<file path="src/rtl/fft_ctrl_pkg.sv">
`default_nettype none
// ============================================================================
//  Module      : fft_ctrl_pkg
//  Description : Shared state encoding and config-word helpers for the
//                XFFT frame controller.
//  Revision    : 1.0 - initial release
// ============================================================================
package fft_ctrl_pkg;

   // Input-side sequencer states
   typedef enum logic [1:0] {
      IDLE   = 2'd0,
      CONFIG = 2'd1,
      FILL   = 2'd2,
      SKIP   = 2'd3
   } ctrl_state_t;

   // Widest scale schedule (N_FFT = 12) and widest padded config word
   localparam int SCH_MAX_W = 24;
   localparam int CFG_MAX_W = 32;

   // Config tdata width: 1 direction bit + 2 bits per stage, byte padded
   function automatic int cfg_width(input int n_fft);
      return 8 * ((1 + 2 * n_fft + 7) / 8);
   endfunction

   // Config word: scale schedule above a forward-transform bit, zero padded
   function automatic logic [CFG_MAX_W-1:0] make_cfg(input logic [SCH_MAX_W-1:0] sch);
      return {{(CFG_MAX_W - SCH_MAX_W - 1){1'b0}}, sch, 1'b1};
   endfunction

endpackage
`default_nettype wire

</file>
<file path="src/rtl/axis_if.sv">
`default_nettype none
// ============================================================================
//  Module      : Axis_If
//  Description : Minimal AXI-Stream bundle (data/valid/ready/last).
//  Revision    : 1.0 - initial release
// ============================================================================
interface Axis_If #(
   parameter int DATA_WIDTH = 24
);
   logic [DATA_WIDTH-1:0] data;
   logic                  valid;
   logic                  ready;
   logic                  last;

   modport Master (output data, output valid, output last, input ready);
   modport Slave  (input data, input valid, input last, output ready);
endinterface
`default_nettype wire

</file>
<file path="src/rtl/fft_out_monitor.sv">
`default_nettype none
// ============================================================================
//  Module      : fft_out_monitor
//  Description : Tracks the FFT output stream: bin index, completed-frame
//                count and a sticky flag for tlast in the wrong place.
//  Revision    : 1.0 - initial release
// ============================================================================
module fft_out_monitor #(
   parameter int N_FFT = 9
) (
   input  logic             clk,
   input  logic             reset,
   input  logic             beat,
   input  logic             beat_last,
   output logic [N_FFT-1:0] bin_index,
   output logic [31:0]      frame_count,
   output logic             err_tlast
);

   localparam logic [N_FFT-1:0] LAST_BIN = '1;

   // Count beats and frames; bin_index free-runs and is never resynchronised
   always_ff @(posedge clk or posedge reset) begin
      if (reset) begin
         bin_index   <= '0;
         frame_count <= '0;
         err_tlast   <= 1'b0;
      end else if (beat) begin
         bin_index <= bin_index + N_FFT'(1);
         if (beat_last)
            frame_count <= frame_count + 32'd1;
         if (beat_last != (bin_index == LAST_BIN))
            err_tlast <= 1'b1;
      end
   end

endmodule
`default_nettype wire

</file>
<file path="src/rtl/fft_frame_ctrl.sv">
`default_nettype none
// ============================================================================
//  Module      : fft_frame_ctrl
//  Description : Cuts a continuous sample stream into 2^N_FFT frames for the
//                burst XFFT core, sends config words at frame boundaries,
//                optionally skips frames, and monitors the FFT output.
//  Revision    : 1.0 - initial release
// ============================================================================
module fft_frame_ctrl
   import fft_ctrl_pkg::*;
#(
   parameter int N_FFT      = 9,
   parameter int DATA_WIDTH = 24,
   parameter int SKIP_WIDTH = 16,
   parameter int CFG_WIDTH  = cfg_width(N_FFT)
) (
   input  logic                  clk,
   input  logic                  reset,
   input  logic                  enable,
   input  logic [SKIP_WIDTH-1:0] skip_frames,
   input  logic [2*N_FFT-1:0]    scale_sch,
   input  logic                  cfg_update,
   Axis_If.Slave                 samples_in,
   Axis_If.Master                fft_data,
   output logic [CFG_WIDTH-1:0]  fft_cfg_tdata,
   output logic                  fft_cfg_tvalid,
   input  logic                  fft_cfg_tready,
   Axis_If.Slave                 fft_result,
   Axis_If.Master                spec_out,
   output logic [N_FFT-1:0]      bin_index,
   output logic [31:0]           frame_count,
   output logic                  busy,
   output logic                  err_tlast
);

   localparam logic [N_FFT-1:0]      LAST_IDX = '1;
   localparam logic [SKIP_WIDTH-1:0] SKIP_ONE = SKIP_WIDTH'(1);

   ctrl_state_t           state;
   ctrl_state_t           nxt;
   logic [N_FFT-1:0]      sample_cnt;
   logic [SKIP_WIDTH-1:0] skip_cnt;
   logic                  cfg_pending;

   logic [DATA_WIDTH-1:0] sample_data;
   logic [DATA_WIDTH-1:0] result_data;
   logic [CFG_MAX_W-1:0]  cfg_word;
   logic                  in_fill;
   logic                  fill_hs;
   logic                  skip_hs;
   logic                  cnt_wrap;
   logic                  boundary_cfg;

   assign in_fill  = (state == FILL);
   assign cnt_wrap = (sample_cnt == LAST_IDX);
   assign fill_hs  = in_fill & samples_in.valid & fft_data.ready;
   assign skip_hs  = (state == SKIP) & samples_in.valid;
   assign cfg_word = make_cfg(SCH_MAX_W'(scale_sch));

   // Only FILL forwards samples; every other state drains upstream freely
   assign sample_data      = samples_in.data;
   assign fft_data.data    = sample_data;
   assign fft_data.valid   = in_fill & samples_in.valid;
   assign fft_data.last    = in_fill & cnt_wrap;
   assign samples_in.ready = in_fill ? fft_data.ready : 1'b1;

   // Output stream is a pure pass-through; the monitor only observes it
   assign result_data      = fft_result.data;
   assign spec_out.data    = result_data;
   assign spec_out.valid   = fft_result.valid;
   assign spec_out.last    = fft_result.last;
   assign fft_result.ready = spec_out.ready;

   assign busy = (state != IDLE);

   // Where to go once a frame or skip period is fully done
   assign boundary_cfg = cfg_pending;

   // Next-state decision; frames and skip periods are never cut short
   always_comb begin
      nxt = state;
      case (state)
         IDLE:
            if (enable)
               nxt = boundary_cfg ? CONFIG : FILL;
         CONFIG:
            if (fft_cfg_tvalid && fft_cfg_tready)
               nxt = FILL;
         FILL:
            if (fill_hs && cnt_wrap) begin
               if (!enable)
                  nxt = IDLE;
               else if (skip_frames != '0)
                  nxt = SKIP;
               else
                  nxt = boundary_cfg ? CONFIG : FILL;
            end
         SKIP:
            if (skip_hs && cnt_wrap && (skip_cnt == SKIP_ONE)) begin
               if (!enable)
                  nxt = IDLE;
               else
                  nxt = boundary_cfg ? CONFIG : FILL;
            end
         default:
            nxt = IDLE;
      endcase
   end

   // Sequencer registers, counters and the registered config channel
   always_ff @(posedge clk or posedge reset) begin
      if (reset) begin
         state          <= IDLE;
         sample_cnt     <= '0;
         skip_cnt       <= '0;
         cfg_pending    <= 1'b1;
         fft_cfg_tdata  <= '0;
         fft_cfg_tvalid <= 1'b0;
      end else begin
         state          <= nxt;
         fft_cfg_tvalid <= (nxt == CONFIG);

         // Entering CONFIG consumes the request unless a new one arrives now
         if ((nxt == CONFIG) && (state != CONFIG)) begin
            fft_cfg_tdata <= CFG_WIDTH'(cfg_word);
            cfg_pending   <= cfg_update;
         end else if (cfg_update) begin
            cfg_pending <= 1'b1;
         end

         if (fill_hs || skip_hs) begin
            if (cnt_wrap)
               sample_cnt <= '0;
            else
               sample_cnt <= sample_cnt + N_FFT'(1);
         end

         if (fill_hs && cnt_wrap && (nxt == SKIP))
            skip_cnt <= skip_frames;
         else if (skip_hs && cnt_wrap)
            skip_cnt <= skip_cnt - SKIP_ONE;

         if (state == CONFIG && nxt == FILL)
            sample_cnt <= '0;
      end
   end

   fft_out_monitor #(
      .N_FFT (N_FFT)
   ) u_out_monitor (
      .clk         (clk),
      .reset       (reset),
      .beat        (fft_result.valid & spec_out.ready),
      .beat_last   (fft_result.last),
      .bin_index   (bin_index),
      .frame_count (frame_count),
      .err_tlast   (err_tlast)
   );

endmodule
`default_nettype wire

</file>
<file path="src/flat_wrapper.sv">
// flat-port wrapper written by rule: the top's interface ports become plain ports
module fft_frame_ctrl_flat import fft_ctrl_pkg::*;
#(
   parameter int N_FFT      = 9,
   parameter int DATA_WIDTH = 24,
   parameter int SKIP_WIDTH = 16,
   parameter int CFG_WIDTH  = cfg_width(N_FFT)
)
  (clk, reset, enable, skip_frames, scale_sch, cfg_update, fft_cfg_tdata, fft_cfg_tvalid, fft_cfg_tready, bin_index, frame_count, busy, err_tlast, samples_in_data, samples_in_valid, samples_in_last, samples_in_ready, fft_data_data, fft_data_valid, fft_data_last, fft_data_ready, fft_result_data, fft_result_valid, fft_result_last, fft_result_ready, spec_out_data, spec_out_valid, spec_out_last, spec_out_ready);
  Axis_If #(.DATA_WIDTH(DATA_WIDTH)) samples_in_i ();
  Axis_If #(.DATA_WIDTH(DATA_WIDTH)) fft_data_i ();
  Axis_If #(.DATA_WIDTH(DATA_WIDTH)) fft_result_i ();
  Axis_If #(.DATA_WIDTH(DATA_WIDTH)) spec_out_i ();
  input  logic clk;
  input  logic reset;
  input  logic enable;
  input  logic [SKIP_WIDTH-1:0] skip_frames;
  input  logic [2*N_FFT-1:0] scale_sch;
  input  logic cfg_update;
  output logic [CFG_WIDTH-1:0] fft_cfg_tdata;
  output logic fft_cfg_tvalid;
  input  logic fft_cfg_tready;
  output logic [N_FFT-1:0] bin_index;
  output logic [31:0] frame_count;
  output logic busy;
  output logic err_tlast;
  input wire logic [$bits(samples_in_i.data)-1:0] samples_in_data;
  input wire logic [$bits(samples_in_i.valid)-1:0] samples_in_valid;
  input wire logic [$bits(samples_in_i.last)-1:0] samples_in_last;
  output wire logic [$bits(samples_in_i.ready)-1:0] samples_in_ready;
  output wire logic [$bits(fft_data_i.data)-1:0] fft_data_data;
  output wire logic [$bits(fft_data_i.valid)-1:0] fft_data_valid;
  output wire logic [$bits(fft_data_i.last)-1:0] fft_data_last;
  input wire logic [$bits(fft_data_i.ready)-1:0] fft_data_ready;
  input wire logic [$bits(fft_result_i.data)-1:0] fft_result_data;
  input wire logic [$bits(fft_result_i.valid)-1:0] fft_result_valid;
  input wire logic [$bits(fft_result_i.last)-1:0] fft_result_last;
  output wire logic [$bits(fft_result_i.ready)-1:0] fft_result_ready;
  output wire logic [$bits(spec_out_i.data)-1:0] spec_out_data;
  output wire logic [$bits(spec_out_i.valid)-1:0] spec_out_valid;
  output wire logic [$bits(spec_out_i.last)-1:0] spec_out_last;
  input wire logic [$bits(spec_out_i.ready)-1:0] spec_out_ready;
  assign samples_in_i.data = samples_in_data;
  assign samples_in_i.valid = samples_in_valid;
  assign samples_in_i.last = samples_in_last;
  assign samples_in_ready = samples_in_i.ready;
  assign fft_data_data = fft_data_i.data;
  assign fft_data_valid = fft_data_i.valid;
  assign fft_data_last = fft_data_i.last;
  assign fft_data_i.ready = fft_data_ready;
  assign fft_result_i.data = fft_result_data;
  assign fft_result_i.valid = fft_result_valid;
  assign fft_result_i.last = fft_result_last;
  assign fft_result_ready = fft_result_i.ready;
  assign spec_out_data = spec_out_i.data;
  assign spec_out_valid = spec_out_i.valid;
  assign spec_out_last = spec_out_i.last;
  assign spec_out_i.ready = spec_out_ready;
  fft_frame_ctrl #(.N_FFT(N_FFT), .DATA_WIDTH(DATA_WIDTH), .SKIP_WIDTH(SKIP_WIDTH), .CFG_WIDTH(CFG_WIDTH)) u_core (.clk(clk), .reset(reset), .enable(enable), .skip_frames(skip_frames), .scale_sch(scale_sch), .cfg_update(cfg_update), .samples_in(samples_in_i), .fft_data(fft_data_i), .fft_cfg_tdata(fft_cfg_tdata), .fft_cfg_tvalid(fft_cfg_tvalid), .fft_cfg_tready(fft_cfg_tready), .fft_result(fft_result_i), .spec_out(spec_out_i), .bin_index(bin_index), .frame_count(frame_count), .busy(busy), .err_tlast(err_tlast));
endmodule
</file>
<file path="config.mk">
export PLATFORM = sky130hd
export DESIGN_NAME = fft_frame_ctrl_flat
export DESIGN_NICKNAME = d
export VERILOG_FILES = /design/src/rtl/fft_ctrl_pkg.sv /design/src/rtl/axis_if.sv /design/src/rtl/fft_out_monitor.sv /design/src/rtl/fft_frame_ctrl.sv /design/src/flat_wrapper.sv
export SDC_FILE = /design/constraint.sdc
export NUM_CORES = 1
export LEC_CHECK = 0
export CAP_MARGIN = 20
export CORE_AREA = 8 8 111 113
export CTS_BUF_LIST = sky130_fd_sc_hd__clkbuf_2
export DETAILED_ROUTE_END_ITERATION = 8
export DIE_AREA = 0 0 119 121
export PLACE_DENSITY_LB_ADDON = 0.08
export SYNTH_ARGS = -nofsm -noshare
export SYNTH_HDL_FRONTEND = slang
export SYNTH_SLANG_ARGS = --single-unit
export TNS_END_PERCENT = 10
</file>
<file path="constraint.sdc">
create_clock -name clk -period 6.5 [get_ports clk]
set_clock_uncertainty 0.2 [all_clocks]
set_input_delay 0.975 -clock clk [delete_from_list [all_inputs] [get_ports clk]]
set_output_delay 0.975 -clock clk [all_outputs]
set_load 0.1 [all_outputs]
</file>
==> impl_metrics.json <==
{
  "yosys_most_used_dff": "dfrtp_1",
  "ys_seq_elements": 90,
  "die_x_microns": 119,
  "port_buffers": 112,
  "final-hold-violation-count": 0,
  "clk_latency_ns": 0.54,
  "rows": 38,
  "synth-seq-area-share_pct": 46.99,
  "drt-total-wl_mm": 11.14,
  "power_mw": 2.292,
  "fillers": 954,
  "synth_edf_count": 0,
  "ys_warn_count": 0,
  "crit_path_end_kind": "primary output",
  "cts_hold_buf": 0,
  "pin_count": 215,
  "vias": 3438,
  "drcViolationCount": 0,
  "place_ws_ns": 2.500,
  "final_antenna_net_count": 0,
  "grt_first_pass_wirelength_mm": 18.66,
  "cp_data_arrival_time_ns": 3.32,
  "cts_root_buffer": "clkbuf_2",
  "synthArstFlopShare_pct": 100.0,
  "cp_slowest_cell": "clkdlybuf4s50_1",
  "max_stage_delay_ns": 1.13,
  "status": "finished clean",
  "grt_pass1_vias": 3537,
  "crit_path_cell_trace": "ha_1 > and3_1 > and3_1 > and3_1 > ha_1 > and2_1 > clkdlybuf4s50_1",
  "dp_hpwl_mm": 8.257,
  "clk_pin_slew_ns": 0.23,
  "irDropWorstVdd_uv": 326.6,
  "worstMarginPinSlew_ns": 1.010,
  "clk_path_buf_depth": 2,
  "worstHoldPathType": "reg -> reg",
  "area_delta_synth_final_pct": 19.28,
  "syn_avg_cell_area_sq_um": 10.54,
  "fin_crit_sh_pct": 69.14,
  "core_sq_um": 10600,
  "nNetsFinal": 616,
  "setup-tns-final_ns": 0,
  "critPathKind": "reg -> out",
  "critPathMostFrequentCell": "and3_1",
  "power_density_nw_per_um2": 400.7,
  "crit_fanout": 5,
  "p_leak_nw": 2.510,
  "hold_ws_ns": 0.2909,
  "die_area_sq_um": 14400,
  "globalplace.congestion": 0.7872,
  "postCtsSetupBuffers": 0,
  "h-tree-depth": 3,
  "fin_ws_ns": 2.006,
  "worstPathRequired_ns": 5.32,
  "drt-vias-per-instance": 5.201,
  "clock.fmax_ghz": 0.2225,
  "synth_cell_types": 48,
  "drt_iter0_markers": 220,
  "start_util_pct": 45.23,
  "drive_gt1_share_pct": 9.615,
  "syn_area_sq_um": 4796,
  "antenna_found_initial": 1,
  "clock-sinks": 90,
  "wl_per_cell_microns": 16.85,
  "numCtsBuffers": 9,
  "grt_usage_pct": 15.73,
  "grt_max_degree": 57,
  "r2r_slack_ns": 2.96,
  "rsz0062_at_grt": "false",
  "setup_violations": 0,
  "slew_violations": 0,
  "die_h_microns": 121,
  "final.min_clock_period_ns": 4.494,
  "ctsResizeCount": 0,
  "cts_tree": "yes",
  "critPathLaunchType": "flip-flop",
  "max_cap_viol_count": 0,
  "slew_headroom_pct": 32.45,
  "overflow": 0,
  "first_pass_iters": 4,
  "synth_cells": 455
}
state kept, by name (all words and copies together) (netlist names):
signal                            cells
u_core.u_out_monitor.frame_count     32
u_core.fft_cfg_tdata                 19
u_core.skip_cnt                      16
u_core.sample_cnt                     9
u_core.u_out_monitor.bin_index        9
u_core.state                          2
u_core.boundary_cfg                   1
u_core.fft_cfg_tvalid                 1
u_core.u_out_monitor.err_tlast        1
kinds of logic after synthesis:
kind of cell | synth area share, %
buf+inv | 10.85
mux | 6.966
xor+xnor | 8.218
simple gates | 17.48
fa+ha+maj | 2.087
flops | 46.99
compound gates | 7.331
other cells | 0.07819
synthesized netlist by cell type (7+ instances only):
cell       n  area (sq um)
nor4_1     9         56.30
nor3_1     8         40.04
nand4_1   18         112.6
inv_1      9         33.78
xnor2_1   32         280.3
buf_4     56         420.4
ha_1       8         100.1
nor2_1    30         112.6
dfrtp_1   89          2227
and3_1     7         43.79
nand2_1   36         135.1
nand3_1   18         90.09
xor2_1    13         113.9
mux2_4    18         270.3
clkbuf_1   9         33.78
o21ai_0   26         130.1
a221o_1    8         80.08
area by class of cell:
| cell class | instances | area (sq um) | area share, % |
|---|---|---|---|
| sequential | 90 | 2253 | 39.39 |
| timing repair buffer | 114 | 1136 | 19.86 |
| inverter | 9 | 35.03 | 0.6124 |
| tap | 140 | 175.2 | 3.062 |
| clock buffer | 13 | 65.06 | 1.137 |
| clock inverter | 3 | 16.27 | 0.2843 |
| antenna | 1 | 2.502 | 0.04374 |
| multi-input combinational | 291 | 2037 | 35.61 |
report_power, final:
part	total (mW)	internal, mW	switching [mW]
logic	1.27	0.367	0.908
registers	0.774	0.671	0.103
clock network	0.243	0.0550	0.188
layout by cell type, fill, tap and decap left out, types with 9 or more instances in the layout:
| cell | instances |
|---|---|
| o21ai_0 | 26 |
| nand2_1 | 36 |
| clkbuf_2 | 13 |
| clkdlybuf4s50_1 | 112 |
| dfrtp_1 | 89 |
| mux2_4 | 18 |
| xor2_1 | 13 |
| xnor2_1 | 32 |
| nor4_1 | 9 |
| nand4_1 | 18 |
| nor2_1 | 30 |
| nand3_1 | 18 |
worst max-delay path, delay by kind of cell (launching register included):
family	cells	cell delay, ns
simple gates	4	0.77
buf+inv	1	1.13
fa+ha+maj	2	0.45
flops	1	0.46
final timing paths:
check,start,endpoint,cells past startpoint
min in group asynchronous,reset,u_core.skip_cnt[12],2
setup reg to reg,u_core.sample_cnt[0],u_core.fft_cfg_tdata[3],11
setup / recovery,u_core.sample_cnt[0],fft_data_last,7
hold reg to reg,u_core.u_out_monitor.frame_count[31],u_core.u_out_monitor.frame_count[31],1
max in group asynchronous,reset,u_core.u_out_monitor.frame_count[10],3
hold / removal,u_core.u_out_monitor.frame_count[31],u_core.u_out_monitor.frame_count[31],1
metal layers:
| metal | vias to the layer above | routed length, microns | track usage [%] |
|---|---|---|---|
| met3 | 33 | 676 | 4.095 |
| met1 | 1642 | 5227 | 20.22 |
| met5 | - | 0 | 0 |
| met2 | 122 | 4972 | 24.10 |
| li1 | 1641 | - | - |
| met4 | 0 | 264 | 7.905 |
metrics by stage:
| stage | area [sq um] | std cells | util (%) |
|---|---|---|---|
| floorplan | 4811 | 459 | - |
| global placement | 5637 | 644 | 53.16 |
| detailed placement | 5637 | 644 | 53.16 |
| CTS | 5718 | 660 | 53.93 |
| global route | 5720 | 661 | 53.95 |
| finish | 5720 | 661 | 53.95 |
Power figures use the tool's default switching activity.
